<file path="src/rtl/event_encoder_8to3.sv">
// Queues single-cycle event pulses and emits one 3-bit event code per valid/ready transfer.
// 1-cycle latency In->Out; Out/Valid hold while Ready=0, new events keep accumulating in Pend.
module event_encoder_8to3 #(
   parameter bit RR = 1'b0
) (
   input  logic       Clk,
   input  logic       Rst_n,
   input  logic [7:0] In,
   input  logic       Ready,
   input  logic       ClrDrop,
   output logic [2:0] Out,
   output logic       Valid,
   output logic       Busy,
   output logic       Dropped
);

   logic [7:0] pend;
   logic [7:0] cand;
   logic [2:0] last;
   logic [2:0] sel;
   logic [2:0] idx;
   logic       found;
   logic       load;

   assign cand = pend | In;
   assign load = ~Valid | Ready;
   assign Busy = Valid | (|pend);

   always_comb begin
      sel   = 3'd0;
      found = 1'b0;
      idx   = 3'd0;
      if (RR == 1'b0) begin
         for (int i = 0; i < 8; i++) begin
            if (!found && cand[i]) begin
               sel   = 3'(i);
               found = 1'b1;
            end
         end
      end else begin
         // Scan starts one past the last grant; k=8 wraps back onto last itself.
         for (int k = 1; k <= 8; k++) begin
            idx = last + 3'(k);
            if (!found && cand[idx]) begin
               sel   = idx;
               found = 1'b1;
            end
         end
      end
   end

   always_ff @(posedge Clk or negedge Rst_n) begin
      if (!Rst_n) begin
         Out     <= 3'd0;
         Valid   <= 1'b0;
         Dropped <= 1'b0;
         pend    <= 8'd0;
         last    <= 3'd7;
      end else begin
         // A fresh drop outranks a simultaneous clear.
         Dropped <= (|(In & pend)) | (Dropped & ~ClrDrop);
         if (load) begin
            if (found) begin
               Out   <= sel;
               Valid <= 1'b1;
               pend  <= cand & ~(8'b1 << sel);
               last  <= sel;
            end else begin
               Valid <= 1'b0;
               pend  <= 8'd0;
            end
         end else begin
            pend <= cand;
         end
      end
   end

endmodule

</file>
<file path="config.mk">
export PLATFORM = sky130hd
export DESIGN_NAME = event_encoder_8to3
export DESIGN_NICKNAME = d
export VERILOG_FILES = /design/src/rtl/event_encoder_8to3.sv
export SDC_FILE = /design/constraint.sdc
export NUM_CORES = 1
export LEC_CHECK = 0
export ABC_AREA = 1
export BUFFER_PORTS_ARGS = -buffer_cell sky130_fd_sc_hd__buf_2
export CORE_UTILIZATION = 28
export CTS_BUF_LIST = sky130_fd_sc_hd__clkbuf_8
export CTS_CLUSTER_DIAMETER = 60
export DETAILED_ROUTE_END_ITERATION = 16
export GPL_TIMING_DRIVEN = 1
export SETUP_SLACK_MARGIN = 0.5
export SYNTH_ARGS = -nofsm -noshare
export SYNTH_HDL_FRONTEND = slang
export SYNTH_SLANG_ARGS = --single-unit
</file>
<file path="constraint.sdc">
create_clock -name Clk -period 2.9 [get_ports Clk]
set_input_delay 0.29 -clock Clk [delete_from_list [all_inputs] [get_ports Clk]]
set_output_delay 0.29 -clock Clk [all_outputs]
set_load 0.02 [all_outputs]
</file>
# == After elaboration in Yosys (flattened, before gate mapping) ==
# Index checks and enable logic that the tools add are counted.
# op_classes
mux,18
n_shift,1
n_bitwise,10
reduce_logical,17
# op_table
op,count
$and 8x8->8,2
$mux 8,2
$reduce_or 8->1,2
$mux 3,5
$mux 1,10
$not 8->8,1
$or 8x8->8,1
$shl 1x3->8 const A,1
$logic_and 1x1->1,7
$logic_not 1->1,7
$or 1x1->1,3
$mux 2,1
$not 1->1,2
$reduce_and 2->1,1
$and 1x1->1,1
# totals
ff_bits,13
wordCells,50
out_inout_bits,6
input_bits,12

# == Depth between registers and ports, before layout ==
# logic_depth
word_depth,28
ltp_mapped,9

# == Worst setup path after synthesis ==
# No wires, ideal clock.
# synth_timing
path_kind,reg-to-reg
startpoint,register pend[0]
endpoint,register Out[0]
arrival_ps,1125
slack_ps,1659
required_time_ps,2784
stages_incl_launch_ff,9
cell_sequence,dfrtp_1 nor2_4 nand2_4 nor2_8 nand4_4 nor2_2 nor2_1 nand2_1 nand2_1
# synth_via
elab_chain_cells,24
word_cells_on_any_way,31
cone_classes,mux: 15; bitwise: 1; reduce/logical: 15
# synth_rtl
item,line_no,text
from (decl),17,logic [7:0] pend;
from (signal assigned),66,pend <= cand & ~(8'b1 << sel);
from (signal assigned),73,pend <= cand;
$or 8x8->8 (*),25,assign cand = pend | In;
$mux 1 (*),35,if (!found && cand[i]) begin
$logic_not 1->1,35,
$logic_and 1x1->1,35,
$mux 1,35,
$logic_not 1->1,35,
$logic_and 1x1->1,35,
$mux 1,35,
(+8 left out),-,
$mux 1,35,
$logic_not 1->1,35,
$logic_and 1x1->1,35,
$mux 1,35,
$logic_not 1->1,35,
$logic_and 1x1->1,35,
$mux 1,35,
$reduce_and 2->1 (no source line),-,
to (signal assigned),64,Out <= sel;
to (decl),11,"output logic [2:0] Out,"
# Mark *: on every way between the ends. The rest lies on a longest branch, timed or not.
# A chain may end at the register's enable or synchronous reset.

# == Final worst setup path ==
# layout_timing
startpoint,register pend[4]
endpoint,output Busy
# layout_via
elab_chain_cells,2
# layout_rtl
item,line_no,text
$reduce_or 8->1,27,assign Busy = Valid | (|pend);
$or 1x1->1,27,
to (decl),13,"output logic Busy,"
# No other way between the ends.

==> flow_summary.ini <==
[synth]
synth_area_um2 = 728
synth-seq-cells = 13
synthAdderAreaFrac_pct = 0
postSynthNetCount = 92
synth_compound_area_share_pct = 13.9
yosysWarnings = 0
synth_top_area_cell = dfrtp_1
synth_mux_area_share_pct = 0
yosys.area_share.simple_pct = 36.6
yosys.area_share.xor_xnor_pct = 0
synth_top_area_share_pct = 44.7
synth_cell_type_count = 24
synth_area_leaders = dfrtp_1 45%, nand2_1 9.8%, nor2_4 7.7%
syn_inst = 80
avgSynthCellArea_um2 = 9.10
synth_top_family_by_area = simple AND/OR/NAND/NOR gates
seq_area_frac_synth_pct = 44.7

[global_route]
grt_max_degree = 14
grt_pass1_vias = 619
antenna_found_initial = 0
overflow = 0
grt_usage_pct = 14.0
grt_pass1_wl_um = 2680

[placed_design]
dp_cells = 126
gp_congestion = 0.725
port_buffers = 17
place_area_um2 = 846
hpwl_um = 1240

[worst_setup_path]
worstPathRequired_ps = 2610
r2r_start = pend[0]
worstPathMaxFanout = 4
arrival_ps = 1290
rrSetupSlack_ps = 1540
crit_type = register to primary output
r2r-end = Out[0]
cp-start-kind = register
r2r_cells = 8
end_kind = primary output

[power_and_ir_drop]
internal_power_uw = 296
p_total_uw = 395
power_leakage_nw = 0.443
clkPwrFrac_pct = 40.9
ir_drop_mv = 0.181
p_seq_share_pct = 48.5
p_sw_share_pct = 25.1
switching_power_uw = 99.0
powerDensity_nw_per_um2 = 439
power_frac_comb_pct = 10.6

[clock_tree]
insertion_delay_ps = 250
cts_sinks = 13
numCtsBuffers = 3
clock-root-buffer = clkbuf_8
cts_tree = built
clk_pin_slew_ps = 60
h-tree-depth = 1
cts.path.max_buffers = 2

[sta]
hold_viol = 0
fin_crit_sh_pct = 54.6
period_needed_ps = 1580
slew_viol_final = 0
clock.fmax_ghz = 0.631
setup_viol = 0
fin_skew_ps = 2.49
worst_slew_pin_slew_ps = 296
max-slew-margin-rel_pct = 80.3
rsz0062_at_grt = no
finalSetupTns_ps = 0
timing.hold.ws_ps = 291

[detailed_routing]
wl_per_cell_um = 12.3
antenna_left = 0
viasPerCell = 4.63
routed_wl_um = 1620
firstDrtPassIters = 4
via_count = 607
route.detailed.drc = 0
dr.first_iter.drc_count = 9

[run]
cap_violations = 0

[die]
rows = 18
io_pins = 18
die-height_um = 53.0
initial_core_util_pct = 29.4
core_area_um2 = 2480
die_x_um = 53.0
dieArea_um2 = 2810

[final_layout]
final_cell_mix = 19 x nand2_1, 17 x buf_2, 13 x dfrtp_1
syn2layout_area_growth_pct = 23.7
final_layout_size_suffix_gt1_share_pct = 38.6
instances_no_fill = 131
final_area_um2 = 901
n_antenna_cell = 0
fin_nets = 114
final_common_cell = nand2_1

[hold_path]
holdPathEnd = Dropped
min_path_cells = 3
hold_class = primary input to register
hp-start = In[7]

[run_status]
status = finished, final reports clean
cell families after synthesis:
family | after synthesis
and+or+nand+nor | 42
buffers and inverters | 9
DFF | 13
AOI/OAI and AO/OA | 16
through the flow:
step	setup slack [ps]	util [%]
3_5_place_dp	1550	34.1
6_report	1320	36.4
5_1_grt	1260	36.4
3_3_place_gp	1560	34.1
4_1_cts	1300	36.4
2_1_floorplan	1660	-
registers in the layout (all words and copies together), names as in the netlist:
register / cells
Dropped: 1
Out: 3
Valid: 1
pend: 8
cells in the mapped netlist:
cell      instances
nor2_2            4
a31oi_1           3
nand2_2           1
nand4_1           1
inv_1             4
o31ai_1           1
nand2_1          19
a21oi_1           5
inv_2             3
a221oi_1          1
nor4_1            2
nor2_4            5
nor2_8            1
a22o_1            1
buf_2             1
o21ai_0           1
nand2_4           2
clkinv_1          1
o21ai_2           2
nand4_4           1
dfrtp_1          13
nor2_1            4
nand3_1           2
o21ai_1           2
how the worst max path moves through the flow:
stage                       start  endpoint  slack (ps)  cells past startpoint
after floorplan           pend[0]    Out[0]        1660                      8
after global placement    pend[0]    Out[0]        1560                      8
after detailed placement  pend[0]    Out[0]        1550                      8
after CTS                 pend[4]      Busy        1300                      3
after global routing      pend[4]      Busy        1260                      3
final                     pend[4]      Busy        1320                      3
layer usage:
| metal | vias to the layer above | routed length (µm) | global-route usage [%] |
|---|---|---|---|
| met5 | - | 0 | 0 |
| met4 | 0 | 44 | 9.21 |
| met2 | 16 | 654 | 20.0 |
| met1 | 278 | 834 | 18.8 |
| met3 | 5 | 82 | 2.59 |
| li1 | 308 | - | - |
worst max-delay path, stage by stage (launching register included):
cell and delay (ps):
dfrtp_1 450, nor4_1 330, nand3_1 100, buf_2 170
cell type report:
cell class,count,area (µm²)
Clock buffer,3,41.3
Clock inverter,1,3.75
Fill cell,278,1580
Inverter,8,30.0
Multi-Input combinational cell,58,368
Sequential cell,13,325
Tap cell,30,37.5
Timing Repair Buffer,18,95.1
power groups by stage:
| stage | clock [mW] | combinational, mW | sequential (mW) |
|---|---|---|---|
| floorplan | 0 | 0.0188 | 0.197 |
| global placement | 0 | 0.0408 | 0.194 |
| detailed placement | 0 | 0.0414 | 0.195 |
| CTS | 0.166 | 0.0428 | 0.192 |
| global route | 0.171 | 0.0471 | 0.192 |
| finish | 0.161 | 0.0419 | 0.192 |
timing repair:
action,in CTS,in global routing
buffers inserted,0,0
gates resized for setup,0,0
hold buffers,1,0
setup endpoints to repair,0,0
endpoints found under the hold margin,13,0
No activity file was read; power rests on OpenSTA's default activity.
